### config.mk
export PLATFORM = sky130hd
export DESIGN_NAME = pkt_wr_ctrl
export DESIGN_NICKNAME = d
export VERILOG_FILES = /design/src/rtl/pkt_wr_ctrl.sv
export SDC_FILE = /design/constraint.sdc
export NUM_CORES = 1
export LEC_CHECK = 0
export ABC_AREA = 1
export CAP_MARGIN = 0
export CORE_ASPECT_RATIO = 1.5
export CORE_UTILIZATION = 40
export CTS_BUF_LIST = sky130_fd_sc_hd__clkbuf_2 sky130_fd_sc_hd__clkbuf_4 sky130_fd_sc_hd__clkbuf_8
export DETAILED_ROUTE_END_ITERATION = 6
export PLACE_DENSITY = 0.64
export REMOVE_ABC_BUFFERS = 1
export SLEW_MARGIN = 40
export SYNTH_ARGS = -nofsm -noshare
export SYNTH_HDL_FRONTEND = slang
export SYNTH_SLANG_ARGS = --single-unit
### constraint.sdc
create_clock -name clk -period 1.36 [get_ports clk]
set_clock_uncertainty 0.05 [all_clocks]
set_input_delay 0.136 -clock clk [delete_from_list [all_inputs] [get_ports clk]]
set_output_delay 0.136 -clock clk [all_outputs]
set_load 0.005 [all_outputs]
### src/rtl/pkt_wr_ctrl.sv
// -----------------------------------------------------------------------------
// pkt_wr_ctrl
//
// Packet write controller sitting in front of a packet fifo. It parses an
// incoming byte stream of the form
//     header (dest[7:6], length L[5:0]) , L payload bytes , CRC byte
// pushes header and payload into the fifo and, once the CRC byte arrives,
// either commits the stored packet (fifo_wr_ptr_upd) or discards it
// (fifo_flush). The CRC is the XOR of the header and all payload bytes.
// A packet is also discarded if any of its stored bytes hit a full fifo.
//
// Ports
//   clk              : clock, all state changes on the rising edge
//   rst_n            : asynchronous active-low reset
//   data_in[7:0]     : incoming packet byte
//   data_valid       : data_in holds a byte (accepted when in_ready is high)
//   in_ready         : controller can take a byte this cycle
//   fifo_data[7:0]   : byte to the fifo (same as data_in)
//   fifo_push        : write fifo_data into the fifo this cycle
//   fifo_full        : fifo full flag
//   fifo_wr_ptr_upd  : one-cycle pulse committing the stored packet
//   fifo_flush       : one-cycle pulse discarding the stored packet
//   pkt_dest[1:0]    : destination of the last resolved packet
//   good_cnt         : saturating count of committed packets
//   bad_cnt          : saturating count of flushed packets
// -----------------------------------------------------------------------------
module pkt_wr_ctrl #(
  parameter int CNT_WIDTH = 16
) (
  input  logic                 clk,
  input  logic                 rst_n,
  input  logic [7:0]           data_in,
  input  logic                 data_valid,
  output logic                 in_ready,
  output logic [7:0]           fifo_data,
  output logic                 fifo_push,
  input  logic                 fifo_full,
  output logic                 fifo_wr_ptr_upd,
  output logic                 fifo_flush,
  output logic [1:0]           pkt_dest,
  output logic [CNT_WIDTH-1:0] good_cnt,
  output logic [CNT_WIDTH-1:0] bad_cnt
);

  typedef enum logic [1:0] {
    IDLE    = 2'd0,
    PAYLOAD = 2'd1,
    CHECK   = 2'd2,
    RESOLVE = 2'd3
  } state_t;

  localparam logic [CNT_WIDTH-1:0] CNT_MAX = {CNT_WIDTH{1'b1}};
  localparam logic [CNT_WIDTH-1:0] CNT_ONE = {{(CNT_WIDTH-1){1'b0}}, 1'b1};

  // Running packet checksum: one XOR step per byte.
  function automatic logic [7:0] crc_step(input logic [7:0] crc,
                                          input logic [7:0] byte_in);
    return crc ^ byte_in;
  endfunction

  state_t                 state_r, state_s;
  logic [5:0]             cnt_r, cnt_s;
  logic [7:0]             crc_r, crc_s;
  logic                   ovf_r, ovf_s;
  logic                   good_r, good_s;
  logic [1:0]             dest_r, dest_s;
  logic [1:0]             pkt_dest_r;
  logic [CNT_WIDTH-1:0]   good_cnt_r;
  logic [CNT_WIDTH-1:0]   bad_cnt_r;
  logic                   accept_s;
  logic                   store_state_s;

  // Byte handshake and fifo write decode.
  always_comb begin
    in_ready      = (state_r != RESOLVE);
    accept_s      = data_valid && in_ready;
    store_state_s = (state_r == IDLE) || (state_r == PAYLOAD);
    fifo_data     = data_in;
    // rst_n is included so the fifo never sees a write while reset is held.
    fifo_push     = accept_s && !fifo_full && store_state_s && rst_n;
  end

  // Next-state and datapath decode of the packet parser.
  always_comb begin
    state_s = state_r;
    cnt_s   = cnt_r;
    crc_s   = crc_r;
    ovf_s   = ovf_r;
    good_s  = good_r;
    dest_s  = dest_r;
    case (state_r)
      IDLE: begin
        if (accept_s) begin
          dest_s = data_in[7:6];
          cnt_s  = data_in[5:0];
          crc_s  = data_in;
          // A header that cannot be stored already spoils the packet.
          ovf_s  = fifo_full;
          if (data_in[5:0] != 6'd0) begin
            state_s = PAYLOAD;
          end else begin
            state_s = CHECK;
          end
        end else begin
          state_s = IDLE;
        end
      end
      PAYLOAD: begin
        if (accept_s) begin
          crc_s = crc_step(crc_r, data_in);
          cnt_s = cnt_r - 6'd1;
          ovf_s = ovf_r | fifo_full;
          if (cnt_r == 6'd1) begin
            state_s = CHECK;
          end else begin
            state_s = PAYLOAD;
          end
        end else begin
          state_s = PAYLOAD;
        end
      end
      CHECK: begin
        if (accept_s) begin
          good_s  = (data_in == crc_r) && !ovf_r;
          state_s = RESOLVE;
        end else begin
          state_s = CHECK;
        end
      end
      RESOLVE: begin
        state_s = IDLE;
      end
      default: begin
        state_s = IDLE;
      end
    endcase
  end

  // Parser state registers.
  always_ff @(posedge clk or negedge rst_n) begin
    if (!rst_n) begin
      state_r <= IDLE;
      cnt_r   <= 6'd0;
      crc_r   <= 8'd0;
      ovf_r   <= 1'b0;
      good_r  <= 1'b0;
      dest_r  <= 2'd0;
    end else begin
      state_r <= state_s;
      cnt_r   <= cnt_s;
      crc_r   <= crc_s;
      ovf_r   <= ovf_s;
      good_r  <= good_s;
      dest_r  <= dest_s;
    end
  end

  // Destination of the packet being resolved; captured with the CRC byte so
  // it stays stable through the commit/flush pulse and until the next CRC.
  always_ff @(posedge clk or negedge rst_n) begin
    if (!rst_n) begin
      pkt_dest_r <= 2'd0;
    end else if ((state_r == CHECK) && accept_s) begin
      pkt_dest_r <= dest_r;
    end else begin
      pkt_dest_r <= pkt_dest_r;
    end
  end

  // Saturating good/bad packet counters, bumped during the resolve cycle.
  always_ff @(posedge clk or negedge rst_n) begin
    if (!rst_n) begin
      good_cnt_r <= {CNT_WIDTH{1'b0}};
      bad_cnt_r  <= {CNT_WIDTH{1'b0}};
    end else if (state_r == RESOLVE) begin
      if (good_r) begin
        if (good_cnt_r != CNT_MAX) begin
          good_cnt_r <= good_cnt_r + CNT_ONE;
        end else begin
          good_cnt_r <= good_cnt_r;
        end
      end else begin
        if (bad_cnt_r != CNT_MAX) begin
          bad_cnt_r <= bad_cnt_r + CNT_ONE;
        end else begin
          bad_cnt_r <= bad_cnt_r;
        end
      end
    end else begin
      good_cnt_r <= good_cnt_r;
      bad_cnt_r  <= bad_cnt_r;
    end
  end

  // RESOLVE lasts exactly one cycle and never overlaps a push because
  // in_ready is low there, so these decodes are single-cycle exclusive pulses.
  always_comb begin
    fifo_wr_ptr_upd = (state_r == RESOLVE) && good_r;
    fifo_flush      = (state_r == RESOLVE) && !good_r;
    pkt_dest        = pkt_dest_r;
    good_cnt        = good_cnt_r;
    bad_cnt         = bad_cnt_r;
  end

endmodule

# ---- Word level (Yosys, flattened, before mapping)
# Cells that the tools add are included.
dict set report op_classes {
  add_sub_neg 3
  n_mul 0
  div_mod_pow 0
  n_lt_le_gt_ge 0
  n_eq_ne 10
  n_shift 0
  muxes 15
  n_bitwise 3
  reduce_logical 20
}
# cell n
set op_table {}
lappend op_table {{$add 16x1->16 const B} 2}
lappend op_table {{$ne 16x16->1 const B} 2}
lappend op_table {{$mux 8} 2}
lappend op_table {{$pmux 8 s2} 1}
lappend op_table {{$mux 6} 2}
lappend op_table {{$pmux 6 s2} 1}
lappend op_table {{$reduce_and 3->1} 3}
lappend op_table {{$eq 8x8->1} 1}
lappend op_table {{$logic_and 1x1->1} 8}
lappend op_table {{$mux 2} 4}
lappend op_table {{$pmux 2 s4} 1}
lappend op_table {{$xor 8x8->8} 1}
lappend op_table {{$eq 6x1->1 const B} 1}
lappend op_table {{$ne 2x2->1 const B} 3}
lappend op_table {{$reduce_bool 6->1} 1}
lappend op_table {{$sub 6x1->6 const B} 1}
lappend op_table {{$eq 2x2->1 const B} 2}
lappend op_table {{$reduce_and 2->1} 2}
lappend op_table {{$logic_not 1->1} 3}
lappend op_table {{$mux 1} 3}
lappend op_table {{$eq 2x1->1 const B} 1}
lappend op_table {{$logic_not 2->1} 1}
lappend op_table {{$pmux 1 s2} 1}
lappend op_table {{$reduce_bool 2->1} 1}
lappend op_table {{other kinds (3)} 3}
dict set report totals {
  reg_bits 54
  latch_bits 0
  ram_bits 0
  romBits 0
  in_bits 12
  output_inout_bits 46
  elab_cells 60
  memories 0
}

# ---- Longest topological paths before layout
dict set report depth {
  word_depth 5
  mapped_depth 9
  ltp_nobuf 9
}

# ---- Worst setup path after synthesis
# Ideal clock, no wire load.
dict set report synth_timing {
  kind {reg2reg}
  startpoint {reg good_cnt_r[0] (netlist: good_cnt[0])}
  endpoint {reg good_cnt_r[3] (netlist: good_cnt[3])}
  t_arrival_ns 1.382
  required_ns 1.194
  path_slack_ns -0.189
  path_stages_with_launch 10
  n_path_buf 1
  period_less_slack_ns 1.549
  path_cell_list {dfrtp_1 > ha_1 > nand3_2 > clkinv_2 > nand2_4 > o21ai_4 > inv_2 > buf_6 > nand2_1 > nand2_1}
}
dict set report synth_via {
  elab_chain_cells 2
  word_cells_on_any_way 3
}
# item line
set synth_lines {}
lappend synth_lines {{from (decl)} 68} ;# logic [CNT_WIDTH-1:0] good_cnt_r;
lappend synth_lines {{from (signal assigned)} 173} ;# good_cnt_r <= {CNT_WIDTH{1'b0}};
lappend synth_lines {{from (signal assigned)} 178} ;# good_cnt_r <= good_cnt_r + CNT_ONE;
lappend synth_lines {{from (signal assigned)} 180} ;# good_cnt_r <= good_cnt_r;
lappend synth_lines {{parallel branches: the longest is 2 deep, another holds $add 16x1->16} -}
# Several ways; the timed one is not identified.
# A chain may end at the register's enable or synchronous reset.

# ---- Worst setup path after layout
dict set report layout_timing {
  startpoint {reg good_cnt_r[5] (netlist: good_cnt[5])}
  endpoint {reg good_cnt_r[14] (netlist: good_cnt[14])}
}
# Same word-level chain as after synthesis.

==> metrics.txt <==
status=complete, but fails checks; violations in the final reports=setup timing; Slew @ Worst Pin=723.0 ps; die area=0.008409 mm2; Final Critical Period=1560 ps; Final Slew Violations=0; top cell type's share of synthesized area=~42%; gpl congestion=0.8716; Largest stage delay, worst path=400 ps; most used cell, CP=nand2_4; max-cap violations=0; Crit path depth=9; remaining antenna violation count=0; Worst Path Required=about 1600 ps; Synth Register Bits=54; Post-synth EDFFs=0; Syn Std Cell Area=0.003216 mm2; Overflow after GRT=0; CTS tree=done; WP data arrival=1780 ps; critical path class=flop to flop; P&R area growth vs syn=73.81%; startpoint types=flop; average cell area after synthesis=7.210 um2; Final nets=648; vias per cell=about 5.1; Storage cell area=0.001351 mm2; Synth Flop Type=dfrtp_1; Starting Density=41.71%; final worst slack=-200.3 ps; Fmax=640.9 MHz; end of the critical path=good_cnt[14]$_DFFE_PN0P_; FF-to-FF Start=good_cnt[5]$_DFFE_PN0P_; CP cell instances=buf_4 > nand2_4 > nor2_4 > nand2_4 > o21ai_4 > buf_12 > buf_16 > nand2_2 > nand2_1; Ports=58; global-route wire length before repair=15,930 um; Synth area leaders=dfrtp_1, nand2_1, nor2_1, inv_1, xnor2_1; Core Area=0.007710 mm2; Peak VDD IR=approximately 0.85 mV; delay-heaviest family, CP=buffers and inverters; Final period util=114.7%; Port Buffers=57; row count=39; Syn. warnings=0; clock root cell=clkbuf_8; Pwr Density=879.4 mW/mm2; TNS Setup=-4148 ps; area used by multi-input combinational logic=0.002081 mm2; Skew-Pair Late Insertion Delay=around 330 ps; Slowest cell on crit path=dfrtp_1; Final Util=72.49%; FF-to-FF path depth=9; RR Endpoint=good_cnt[14]$_DFFE_PN0P_; Hold Fails Final Rpt=0; Remaining DRCs=0; Final setup viols=34; Pre-antenna DRT Iters=4; TritonCTS buffer count=5; Worst Setup SP=good_cnt[5]$_DFFE_PN0P_; R2R Setup Slk=-200 ps; unrepaired setup endpoints after global routing=true; layout cells sized above 1=43.76%; top cell type by total area after synthesis=dfrtp_1; crit end category=flop; drt total wl=11,380 um; Buf/Inv on CP=3; top cells by instance count after synthesis=nand2_1, nor2_1, dfrtp_1, inv_1, o21ai_0; Worst-path clk slew=roughly 110 ps; CTS H-tree depth=2; CTS sink count=54; Vias=around 3,700; pin count of the biggest net entering global routing=55; Seq/Total Area, Yosys=42.02%; drt initial violations=~260; Hold Path Class=input port to flop; post-synthesis cell type count=29; WL per Instance=around 15 um; vias in the first global route=3,557; Die Ht=111.8 um; initial antenna violation count=0; Leakage=2.828 nW; crit path max fanout=7; die width=75.21 um; count leader, synth=nand2_1; ANT cells=0; relative slew slack=51.80%; share of flip-flops with an asynchronous set or reset=100.0%; GRT Overall Usage=24.85%; detailed placement HPWL=6085 um; Max clock buf depth=2; number of fill cells in the layout=approximately 580; synthesized instance count=446
sequential cells by signal, summed over array words and instances (netlist names):
register  flops
good_r        1
dest_r        2
crc_r         8
bad_cnt      16
good_cnt     16
cnt_r         6
ovf_r         1
pkt_dest      2
state_r       2
layout by cell type (no fill, tap or decap), types with 10 or more instances in the layout:
cell type | synthesis | routed
nor2_4 | 3 | 12
xnor2_1 | 16 | 14
buf_4 | 9 | 90
clkdlybuf4s50_1 | 0 | 14
nand2_1 | 163 | 109
nand2_2 | 3 | 47
nand3_1 | 22 | 15
nand4_1 | 12 | 12
dfrtp_1 | 54 | 54
buf_6 | 2 | 37
o21ai_1 | 0 | 11
inv_1 | 41 | 35
nand2_4 | 1 | 10
nor2_2 | 1 | 13
dlygate4sd2_1 | 0 | 23
nor2_1 | 57 | 36
worst min-delay path, stage by stage:
cell	delay, ps
dlygate4sd2_1	320
a21oi_4	90
a21oi_1	130
where the power goes:
| group | switching (mW) | internal (mW) | leakage, nW | total, mW |
|---|---|---|---|---|
| clock | 0.581 | 0.593 | 0.0593 | 1.17 |
| combinational | 0.893 | 0.744 | 2.06 | 1.64 |
| sequential | 0.203 | 1.90 | 0.708 | 2.10 |
per-stage QoR:
step	hold WS, ps	instances	area [um2]	setup WS, ps	power [mW]
CTS	309.3	719	5141	-230.9	4.607
detailed placement	335.8	666	4393	-295.3	3.425
global route	380.7	735	5589	-292.3	5.202
finish	336.0	735	5589	-200.3	4.915
floorplan	-209.6	432	3112	-270.6	2.895
global placement	337.3	666	4393	-245.1	3.382
how the worst min path moves through the flow:
stage	start	end	depth (start not counted)
final	data_in[3]	crc_r[3]$_DFFE_PN0P_	3
after CTS	data_in[3]	crc_r[3]$_DFFE_PN0P_	4
after detailed placement	rst_n	cnt_r[3]$_DFFE_PN0P_	2
after floorplan	rst_n	bad_cnt[0]$_DFFE_PN0P_	0
after global placement	rst_n	crc_r[5]$_DFFE_PN0P_	2
after global routing	fifo_full	ovf_r$_DFFE_PN0P_	3
layout make-up:
cell class | count | area share, %
timing repair buffer | 191 | 30.76
sequential | 54 | 24.18
multi-input combinational | 335 | 37.23
timing repair inverter | 1 | 0.2015
clock inverter | 1 | 0.5373
clock buffer | 7 | 1.500
inverter | 44 | 3.313
tap | 102 | 2.283
cell families (layout without fill, tap and decap cells):
kind of cell,after synthesis,after routing,share of synthesized area [%]
AOI/OAI and AO/OA,40,40,6.887
xor gates and xnor gates,24,24,6.537
adders and majority gates,4,4,1.556
buffers and inverters,58,244,8.404
DFF,54,54,42.02
muxes,1,1,0.3502
and+or+nand+nor,265,266,34.24
metal layers:
layer | up-vias | GRT usage, % | part of all wire [%]
li1 | 1768 | - | -
met1 | 1785 | 26.87 | 35
met2 | 142 | 45.17 | 56
met3 | 48 | 3.710 | 4.4
met4 | 0 | 12.35 | 4.6
met5 | - | 0 | 0
timing repair:
action	CTS	global route
hold endpoints to repair	45	0
endpoints found under the setup margin	73	69
pin swaps	25	30
resized for setup	148	128
gates cloned	4	1
buffers inserted	42	15
hold buffers	1	0
Power figures use the tool's default switching activity.
==> RTL edit, RTL diff (same flow settings) <==
Encoding of `state_t`: now one-hot (4 bits for 4 states).
--- a/src/rtl/pkt_wr_ctrl.sv
+++ b/src/rtl/pkt_wr_ctrl.sv
@@ -42,11 +42,11 @@
   output logic [CNT_WIDTH-1:0] bad_cnt
 );
 
-  typedef enum logic [1:0] {
-    IDLE    = 2'd0,
-    PAYLOAD = 2'd1,
-    CHECK   = 2'd2,
-    RESOLVE = 2'd3
+  typedef enum logic [3:0] {
+    IDLE    = 4'b0001,
+    PAYLOAD = 4'b0010,
+    CHECK   = 4'b0100,
+    RESOLVE = 4'b1000
   } state_t;
 
   localparam logic [CNT_WIDTH-1:0] CNT_MAX = {CNT_WIDTH{1'b1}};
Function: same outputs for any inputs over 10 cycles, from zero or initial values and one cycle with rst_n low; not proved beyond that.
==> RTL edit against the unedited design <==
- the run still ends with negative setup slack left
- sequential power is 5% higher
- synthesized area rose by 6.8%
- sequential cell count grew 2
- via count is 0.48% lower
- setup slack worse by 100 ps
- total power up 7.7%
- routed wire length shrank 14%
- design area shrank 4.4%
- critical endpoint is now fifo_push
- largest power group unchanged
==> RTL edit: results (changes against the unedited design) <==
- Clock transition at the register clock pins on the worst setup and hold paths after CTS: 90 ps (was 110 ps)
- Final worst setup slack: -301 ps (was -200 ps)
- CP arrival: 1480 ps (was 1780 ps)
- Nets: 669 (was 648)
- Placed Area: 4650 um^2 (was 4390 um^2)
- Share of cells above drive strength 1: 0.310 (was 0.438)
- CP Max Fanout: 2 (was 7)
- WHS: 243 ps (was 336 ps)
- Post-Synth Adder-Cell Area: 0.0146 (was 0.0156)
- DR WL/cell: 12.9 um (was 15.5 um)
- Leak: 2.85 nW (was 2.83 nW)
- Status: finished, violations left (unchanged)
- Synth cell types: 32 (was 29)
- Mean Syn Cell Area: 7.08 um^2 (was 7.21 um^2)
- Placed instance count: 714 (was 666)
- Gp weighted congestion: 0.876 (was 0.872)
- VDD IR max: 0.838 mV (was 0.851 mV)
- First-pass GRT wire length: 16.1 mm (was 15.9 mm)
- Setup Slack @ Placement: -369 ps (was -295 ps)
- Failing checks: negative setup slack (unchanged)
- Switch Pwr: 1.88 mW (was 1.68 mW)
- Initial DRC Count: 144 (was 258)
- Reg2Reg Setup Slack: -280 ps (was -200 ps)
- Vias in the first global route: 3,783 (was 3,557)
- Synth Area in Compound Gates: 0.0707 (was 0.0689)
- GRT Util Overall: 0.230 (was 0.249)
- Worst Hold Endpoint: dest_r[1] (was crc_r[3])
- Post-synthesis xor/xnor area fraction: 0.0536 (was 0.0654)
- Hold path start: data_in[7] (was data_in[3])
- Final setup fails: 58 (was 34)
[RTL edit: area by class of cell]
cell class / count / area, um^2
clock buffers: 8 / 97.6
fillers: 750 / 3020
inverters: 43 / 176
multi-input cells: 370 / 1960
flip-flops and latches: 56 / 1400
well taps: 107 / 134
repair buffers: 176 / 1570
repair inverters: 1 / 8.76
[RTL edit: how the worst max path moves through the flow]
stage | endpoint | from | depth (start not counted) | slack [ps]
2_1_floorplan | cnt_r[4] | state_r[0] | 7 | -410
3_3_place_gp | fifo_push | data_valid | 6 | -330
3_5_place_dp | fifo_push | data_valid | 6 | -370
4_1_cts | fifo_push | state_r[0] | 6 | -300
5_1_grt | fifo_push | state_r[3] | 7 | -360
6_report | fifo_push | state_r[3] | 7 | -300
[RTL edit: power by group through the flow]
stage	Clock (mW)	Combinational (mW)	Sequential, mW
after global placement	0	1.34	2.20
after CTS	1.02	1.90	2.19
after detailed placement	0	1.37	2.21
final	0.995	2.10	2.20
after floorplan	0	0.916	2.16
after global routing	1.08	2.32	2.24
[RTL edit: logic make-up (layout without fill, tap and decap cells)]
group	count (synthesis)	count (layout)
compound gates	42	42
xor+xnor	21	21
fa+ha+maj	4	4
buf+inv	59	228
flops	56	56
simple gates	303	303
[RTL edit: repair_timing]
action	CTS	global route
cloned	5	0
pin swaps	13	13
setup buffers	32	4
resized for setup	128	47
hold endpoints to repair	55	0
hold buffers	1	0
endpoints found under the setup margin	94	62
[RTL edit: worst max-delay path: stages, from the launching register on]
cell and delay (ps):
dfrtp_1 410, inv_2 100, nor2_4 50, buf_4 140, a21oi_4 160, nand2_2 90
nor2_2 80, buf_2 120
[RTL edit: layer usage]
| metal | track usage | vias to the layer above | routed length (um) |
|---|---|---|---|
| met3 | 0.0323 | 33 | 298 |
| met1 | 0.231 | 1737 | 3690 |
| met2 | 0.449 | 90 | 5390 |
| met4 | 0.127 | 0 | 427 |
| li1 | - | 1865 | - |
| met5 | 0 | - | 0 |
